<file path="config.mk">
export PLATFORM = sky130hd
export DESIGN_NAME = output_requant_stage
export DESIGN_NICKNAME = d
export VERILOG_FILES = /design/src/rtl/output_pkg.sv /design/src/rtl/sync_fifo.sv /design/src/rtl/output_requant_stage.sv
export SDC_FILE = /design/constraint.sdc
export NUM_CORES = 1
export LEC_CHECK = 0
export CAP_MARGIN = 5
export CORE_MARGIN = 5
export CORE_UTILIZATION = 43
export CTS_BUF_LIST = sky130_fd_sc_hd__clkbuf_4 sky130_fd_sc_hd__clkbuf_8 sky130_fd_sc_hd__clkbuf_16
export DETAILED_ROUTE_END_ITERATION = 10
export DONT_BUFFER_PORTS = 1
export GPL_ROUTABILITY_DRIVEN = 0
export PLACE_DENSITY = 0.69
export SLEW_MARGIN = 20
export SYNTH_ARGS = -nofsm -noshare
export SYNTH_HDL_FRONTEND = slang
export SYNTH_SLANG_ARGS = --single-unit
</file>
<file path="constraint.sdc">
create_clock -name clk -period 3.3 [get_ports clk]
set_clock_uncertainty 0.1 [all_clocks]
set_input_delay 0.825 -clock clk [delete_from_list [all_inputs] [get_ports clk]]
set_output_delay 0.825 -clock clk [all_outputs]
set_load 0.02 [all_outputs]
</file>
<file path="src/rtl/output_pkg.sv">
// rtl/output_pkg.sv - shared types, output limits and the requantization function for output_requant_stage
package output_pkg;

    localparam int ACC_W = 32;
    localparam int OUT_W = 16;
    localparam int X_W   = 10;
    localparam int Y_W   = 10;
    localparam int CH_W  = 6;

    localparam logic signed [OUT_W-1:0] OUT_MAX = {1'b0, {(OUT_W-1){1'b1}}};
    localparam logic signed [OUT_W-1:0] OUT_MIN = {1'b1, {(OUT_W-1){1'b0}}};

    typedef struct packed {
        logic [X_W-1:0]  x;
        logic [Y_W-1:0]  y;
        logic [CH_W-1:0] ch;
    } coord_t;

    typedef struct packed {
        logic signed [OUT_W-1:0] value;
        logic                    sat;
    } requant_t;

    // One guard bit keeps the half-LSB rounding add from wrapping near the positive limit.
    function automatic requant_t requant(input logic signed [ACC_W-1:0] acc, input int shift);
        logic signed [ACC_W:0] wide;
        logic signed [ACC_W:0] lim_hi;
        logic signed [ACC_W:0] lim_lo;
        requant_t              res;
        lim_hi = (ACC_W+1)'(OUT_MAX);
        lim_lo = (ACC_W+1)'(OUT_MIN);
        wide   = (ACC_W+1)'(acc);
        if (shift > 0) begin
            wide = wide + ((ACC_W+1)'(1) <<< (shift - 1));
        end
        wide = wide >>> shift;
        res.sat = 1'b1;
        if (wide > lim_hi) begin
            res.value = OUT_MAX;
        end else if (wide < lim_lo) begin
            res.value = OUT_MIN;
        end else begin
            res.value = wide[OUT_W-1:0];
            res.sat   = 1'b0;
        end
        return res;
    endfunction

endpackage

</file>
<file path="src/rtl/sync_fifo.sv">
// rtl/sync_fifo.sv - parameterized synchronous FIFO with registered head and occupancy count
module sync_fifo #(
    parameter int WIDTH = 8,
    parameter int DEPTH = 4
) (
    input  logic                     clk,
    input  logic                     rst,
    input  logic                     push,
    input  logic [WIDTH-1:0]         push_data,
    input  logic                     pop,
    output logic [WIDTH-1:0]         pop_data,
    output logic                     full,
    output logic                     empty,
    output logic [$clog2(DEPTH):0]   count
);

    localparam int AW = $clog2(DEPTH);

    logic [WIDTH-1:0] mem [DEPTH];
    logic [AW-1:0]    wr_ptr;
    logic [AW-1:0]    rd_ptr;
    logic             do_push;
    logic             do_pop;

    assign empty   = (count == '0);
    assign full    = (count == ($clog2(DEPTH)+1)'(DEPTH));
    assign do_pop  = pop && !empty;
    assign do_push = push && (!full || do_pop);
    // Empty head reads as zero so the outputs are clean after reset.
    assign pop_data = empty ? '0 : mem[rd_ptr];

    always_ff @(posedge clk) begin
        if (do_push) begin
            mem[wr_ptr] <= push_data;
        end
    end

    always_ff @(posedge clk or posedge rst) begin
        if (rst) begin
            wr_ptr <= '0;
            rd_ptr <= '0;
            count  <= '0;
        end else begin
            if (do_push) begin
                wr_ptr <= wr_ptr + 1'b1;
            end
            if (do_pop) begin
                rd_ptr <= rd_ptr + 1'b1;
            end
            case ({do_push, do_pop})
                2'b10:   count <= count + 1'b1;
                2'b01:   count <= count - 1'b1;
                default: count <= count;
            endcase
        end
    end

endmodule

</file>
<file path="src/rtl/output_requant_stage.sv">
// rtl/output_requant_stage.sv - requantize accumulator results to saturated 16-bit and buffer them on a valid/ready stream
// Optional OUTPUT_RELU_EN: clamps negative results to zero after saturation.
module output_requant_stage
    import output_pkg::*;
#(
    parameter int ACC_WIDTH  = ACC_W,
    parameter int OUT_WIDTH  = OUT_W,
    parameter int SHIFT      = 8,
    parameter int FIFO_DEPTH = 4,
    parameter int X_WIDTH    = X_W,
    parameter int Y_WIDTH    = Y_W,
    parameter int CH_WIDTH   = CH_W
) (
    input  logic                              clk,
    input  logic                              arst_in,
    input  logic [ACC_WIDTH-1:0]              acc_in,
    input  logic                              acc_valid,
    input  logic [X_WIDTH-1:0]                acc_x,
    input  logic [Y_WIDTH-1:0]                acc_y,
    input  logic [CH_WIDTH-1:0]               acc_ch,
    output logic                              acc_ready,
    output logic [OUT_WIDTH-1:0]              out_data,
    output logic [X_WIDTH-1:0]                out_x,
    output logic [Y_WIDTH-1:0]                out_y,
    output logic [CH_WIDTH-1:0]               out_ch,
    output logic                              out_valid,
    input  logic                              out_ready,
    output logic [15:0]                       sat_count,
    output logic [$clog2(FIFO_DEPTH):0]       fifo_count
);

    localparam int CNT_W   = $clog2(FIFO_DEPTH) + 1;
    localparam int COORD_W = $bits(coord_t);
    localparam int ENTRY_W = OUT_WIDTH + COORD_W;

    requant_t             rq;
    logic                 s1_valid;
    logic                 s1_sat;
    logic [OUT_WIDTH-1:0] s1_value;
    coord_t               s1_coord;
    logic [ENTRY_W-1:0]   head;
    coord_t               head_coord;
    logic                 fifo_full;
    logic                 fifo_empty;
    logic                 accept;

    always_comb begin
        rq = requant(acc_in, SHIFT);
`ifdef OUTPUT_RELU_EN
        if (rq.value[OUT_WIDTH-1]) begin
            rq.value = '0;
        end
`else
        rq.value = rq.value;
`endif
    end

    // Counting the stage-1 entry as occupied guarantees it a FIFO slot on the next edge.
    assign acc_ready = !fifo_full &&
                       (({1'b0, fifo_count} + {{CNT_W{1'b0}}, s1_valid}) < (CNT_W+1)'(FIFO_DEPTH));
    assign accept    = acc_valid && acc_ready;

    always_ff @(posedge clk or posedge arst_in) begin
        if (arst_in) begin
            s1_valid <= 1'b0;
            s1_sat   <= 1'b0;
            s1_value <= '0;
            s1_coord <= '0;
        end else begin
            s1_valid <= accept;
            if (accept) begin
                s1_sat     <= rq.sat;
                s1_value   <= rq.value;
                s1_coord.x  <= acc_x;
                s1_coord.y  <= acc_y;
                s1_coord.ch <= acc_ch;
            end
        end
    end

    always_ff @(posedge clk or posedge arst_in) begin
        if (arst_in) begin
            sat_count <= '0;
        end else if (s1_valid && s1_sat && (sat_count != 16'hFFFF)) begin
            sat_count <= sat_count + 16'd1;
        end
    end

    sync_fifo #(
        .WIDTH (ENTRY_W),
        .DEPTH (FIFO_DEPTH)
    ) u_fifo (
        .clk       (clk),
        .rst       (arst_in),
        .push      (s1_valid),
        .push_data ({s1_value, s1_coord}),
        .pop       (out_ready),
        .pop_data  (head),
        .full      (fifo_full),
        .empty     (fifo_empty),
        .count     (fifo_count)
    );

    assign head_coord = head[COORD_W-1:0];
    assign out_data   = head[ENTRY_W-1 -: OUT_WIDTH];
    assign out_x      = head_coord.x;
    assign out_y      = head_coord.y;
    assign out_ch     = head_coord.ch;
    assign out_valid  = !fifo_empty;

endmodule
</file>
==> flow_summary.yaml <==
outcome:
  status: "completed"
sta:
  final.setup.worst_slack_ps: 235.8
  rsz0062_at_grt: "no"
  relSlewSlack_pct: 53.87
  finalMaxSlewViolations: 0
  setup_viol: 0
  hold_viol: 0
  fin_crit_ps: 3064
  fmax_mhz: 326.3
  period_share_pct: 92.86
  tns_ps: 0
  tightest_slew_ps: 692.0
synth:
  postSynthAreaPerCell_um2: 15.85
  synth_edf_count: 168
  synthFlopType: "edfxtp_1"
  synth-seq-cells: 235
  seq_area_frac_synth_pct: 69.30
  synth_fp_nets: 682
  netlist_area_um2: 9699
  synth_cells: 612
  ys_warn_count: 0
  synth_async_sr_flop_share_pct: 28.51
  synth_cell_type_count: 44
cts:
  clock_latency_ps: 500
  holdBufCountCts: 0
  htree_levels: 1
  cts_setup_buffers: 0
  cts_sinks: 235
  cts-resized-gates: 0
  cts_tree: "done"
  clk_pin_slew_worst_paths_ps: 60
  cts-root-buf: "clkbuf_16"
  cts.path.max_buffers: 3
  numCtsBuffers: 24
final_layout:
  area_growth_pct: 13.96
  utilization_pct: 49.27
  final_layout_size_suffix_gt1_share_pct: 21.08
  fin_nets: 702
  mostFrequentLayoutCell: "edfxtp_1"
  antenna_cells: 0
  fin_area_um2: 11050
  fin_cells: 935
  layout_common_cells: "edfxtp_1, nand2_1, dfrtp_1"
floorplan:
  io_pins: 125
  fp.dieH_um: 160.2
  dieArea_um2: 25660
  rows: 55
  start_util_pct: 43.23
  die_w_um: 160.2
  coreArea_um2: 22430
detailed_routing:
  drc_errors: 0
  avgViaCountPerCell: 5.534
  drt-initial-drc-count: 370
  wl_um: 19920
  wl_per_cell_um: 21.30
  dr.pass1.iters: 5
  vias: 5174
  ant_nets: 0
worst_setup_path:
  r2r-start: "u_fifo.count[2]$_DFFE_PP0P_"
  critPathKind: "register to output pin"
  cp-endpoint: "out_x[6]"
  cp.arrival_ps: 2140
  start_kind: "register"
  crit_required_ps: 2370
  cp-end-kind: "output pin"
  worst-r2r-setup-slack_ps: 800
  crit_start: "u_fifo.count[0]$_DFFE_PP0P_"
  r2r_end: "u_fifo.count[2]$_DFFE_PP0P_"
  critPathMaxFanout: 13
  rr_worst_depth: 9
placement:
  place_area_um2: 10190
  post-place-ws_ps: 107.8
  dp_hpwl_um: 12950
  port_buffers: 0
  dpl.cell_count: 890
min_path:
  hold_class: "primary input to asynchronous set/reset pin"
pwr:
  pwr_density_cell_nw_per_um2: 950.7
  ir_drop_mv: 0.3582
  power_leakage_nw: 4.053
grt:
  grt_pass1_wl_um: 31800
  antenna_found_initial: 0
  grt_pass1_vias: 5604
  grt_overflow: 0
  grt_max_degree: 44
  grt_use_total_pct: 15.59
job:
  maxCapViolations: 0
logic make-up (layout without fill, tap and decap cells):
kind of cell,after synthesis,count (layout),share of synthesized area (%)
buffers and inverters,36,74,1.561
and+or+nand+nor,219,219,11.35
adders and majority gates,8,8,1.109
AOI/OAI and AO/OA,31,31,3.161
DFF,235,235,69.30
muxes,46,46,10.18
xor gates and xnor gates,37,37,3.341
final cells by class:
type / count / area, um2
flip-flops and latches: 235 / 6726
well taps: 285 / 356.6
fillers: 1845 / 11380
repair buffers: 20 / 257.7
multi-input cells: 341 / 2839
clock inverters: 9 / 113.9
clock buffers: 35 / 720.7
inverters: 10 / 38.79
how the worst min path moves through the flow:
stage                     slack [ps]                     endpoint  depth (start not counted)
final                            180      s1_coord[8]$_DFFE_PP0P_                          1
after global routing             230     s1_coord[18]$_DFFE_PP0P_                          1
after CTS                        190     s1_coord[18]$_DFFE_PP0P_                          1
after detailed placement         400  u_fifo.mem[0][24]$_DFFE_PP_                          0
after global placement           380  u_fifo.mem[0][18]$_DFFE_PP_                          0
after floorplan                  380   u_fifo.mem[0][0]$_DFFE_PP_                          0
critical path: stages (launching register included):
cell and delay [ps]:
dfrtp_1 580, inv_1 150, nand3_2 270, buf_4 280
and2_1 360
routing by layer:
layer	track usage, %	share of wire (%)	up-vias	routed length (um)
met1	20.95	41	2624	8131
li1	-	-	2333	-
met5	0	0	-	0
met3	3.613	7.5	31	1500
met2	26.07	50	186	9905
met4	3.637	1.9	0	382
sequential cells by signal, indices dropped and copies added (netlist names):
register / count
s1_value: 16
u_fifo.rd_ptr: 2
sat_count: 16
s1_sat: 1
u_fifo.count: 3
s1_coord: 26
u_fifo.mem: 168
u_fifo.wr_ptr: 2
s1_valid: 1
power breakdown:
| group | internal [mW] | leakage [nW] | switching [mW] |
|---|---|---|---|
| logic | 1.23 | 1.27 | 1.75 |
| clock network | 1.68 | 0.412 | 1.06 |
| registers | 4.16 | 2.37 | 0.632 |
metrics by stage:
stage | power (mW) | hold WS (ps)
3_5_place_dp | 7.848 | 402.1
3_3_place_gp | 7.694 | 383.8
4_1_cts | 10.62 | 194.0
5_1_grt | 11.07 | 227.1
6_report | 10.51 | 179.2
2_1_floorplan | 6.913 | 375.8
cell usage after synthesis, types with 2 or more instances:
cell type / instances / area [um2]
and3_1: 9 / 56.30
nand3_1: 16 / 80.08
ha_1: 7 / 87.58
and4_1: 4 / 35.03
and2_1: 49 / 306.5
dfrtp_1: 67 / 1677
clkbuf_1: 18 / 67.56
xor2_1: 12 / 105.1
nand4_2: 2 / 25.02
nor3_1: 5 / 25.02
o21ai_0: 4 / 20.02
nand4_1: 9 / 56.30
nand2_1: 100 / 375.4
edfxtp_1: 168 / 5045
a21oi_1: 2 / 10.01
nand4b_1: 2 / 17.52
buf_1: 5 / 18.77
mux2i_1: 3 / 30.03
nor2_1: 14 / 52.55
inv_1: 10 / 37.54
mux4_2: 42 / 945.9
a31oi_1: 3 / 18.77
a221o_2: 15 / 168.9
xnor2_1: 25 / 219.0
buf_6: 2 / 22.52
(Power assumes the default switching activity.)
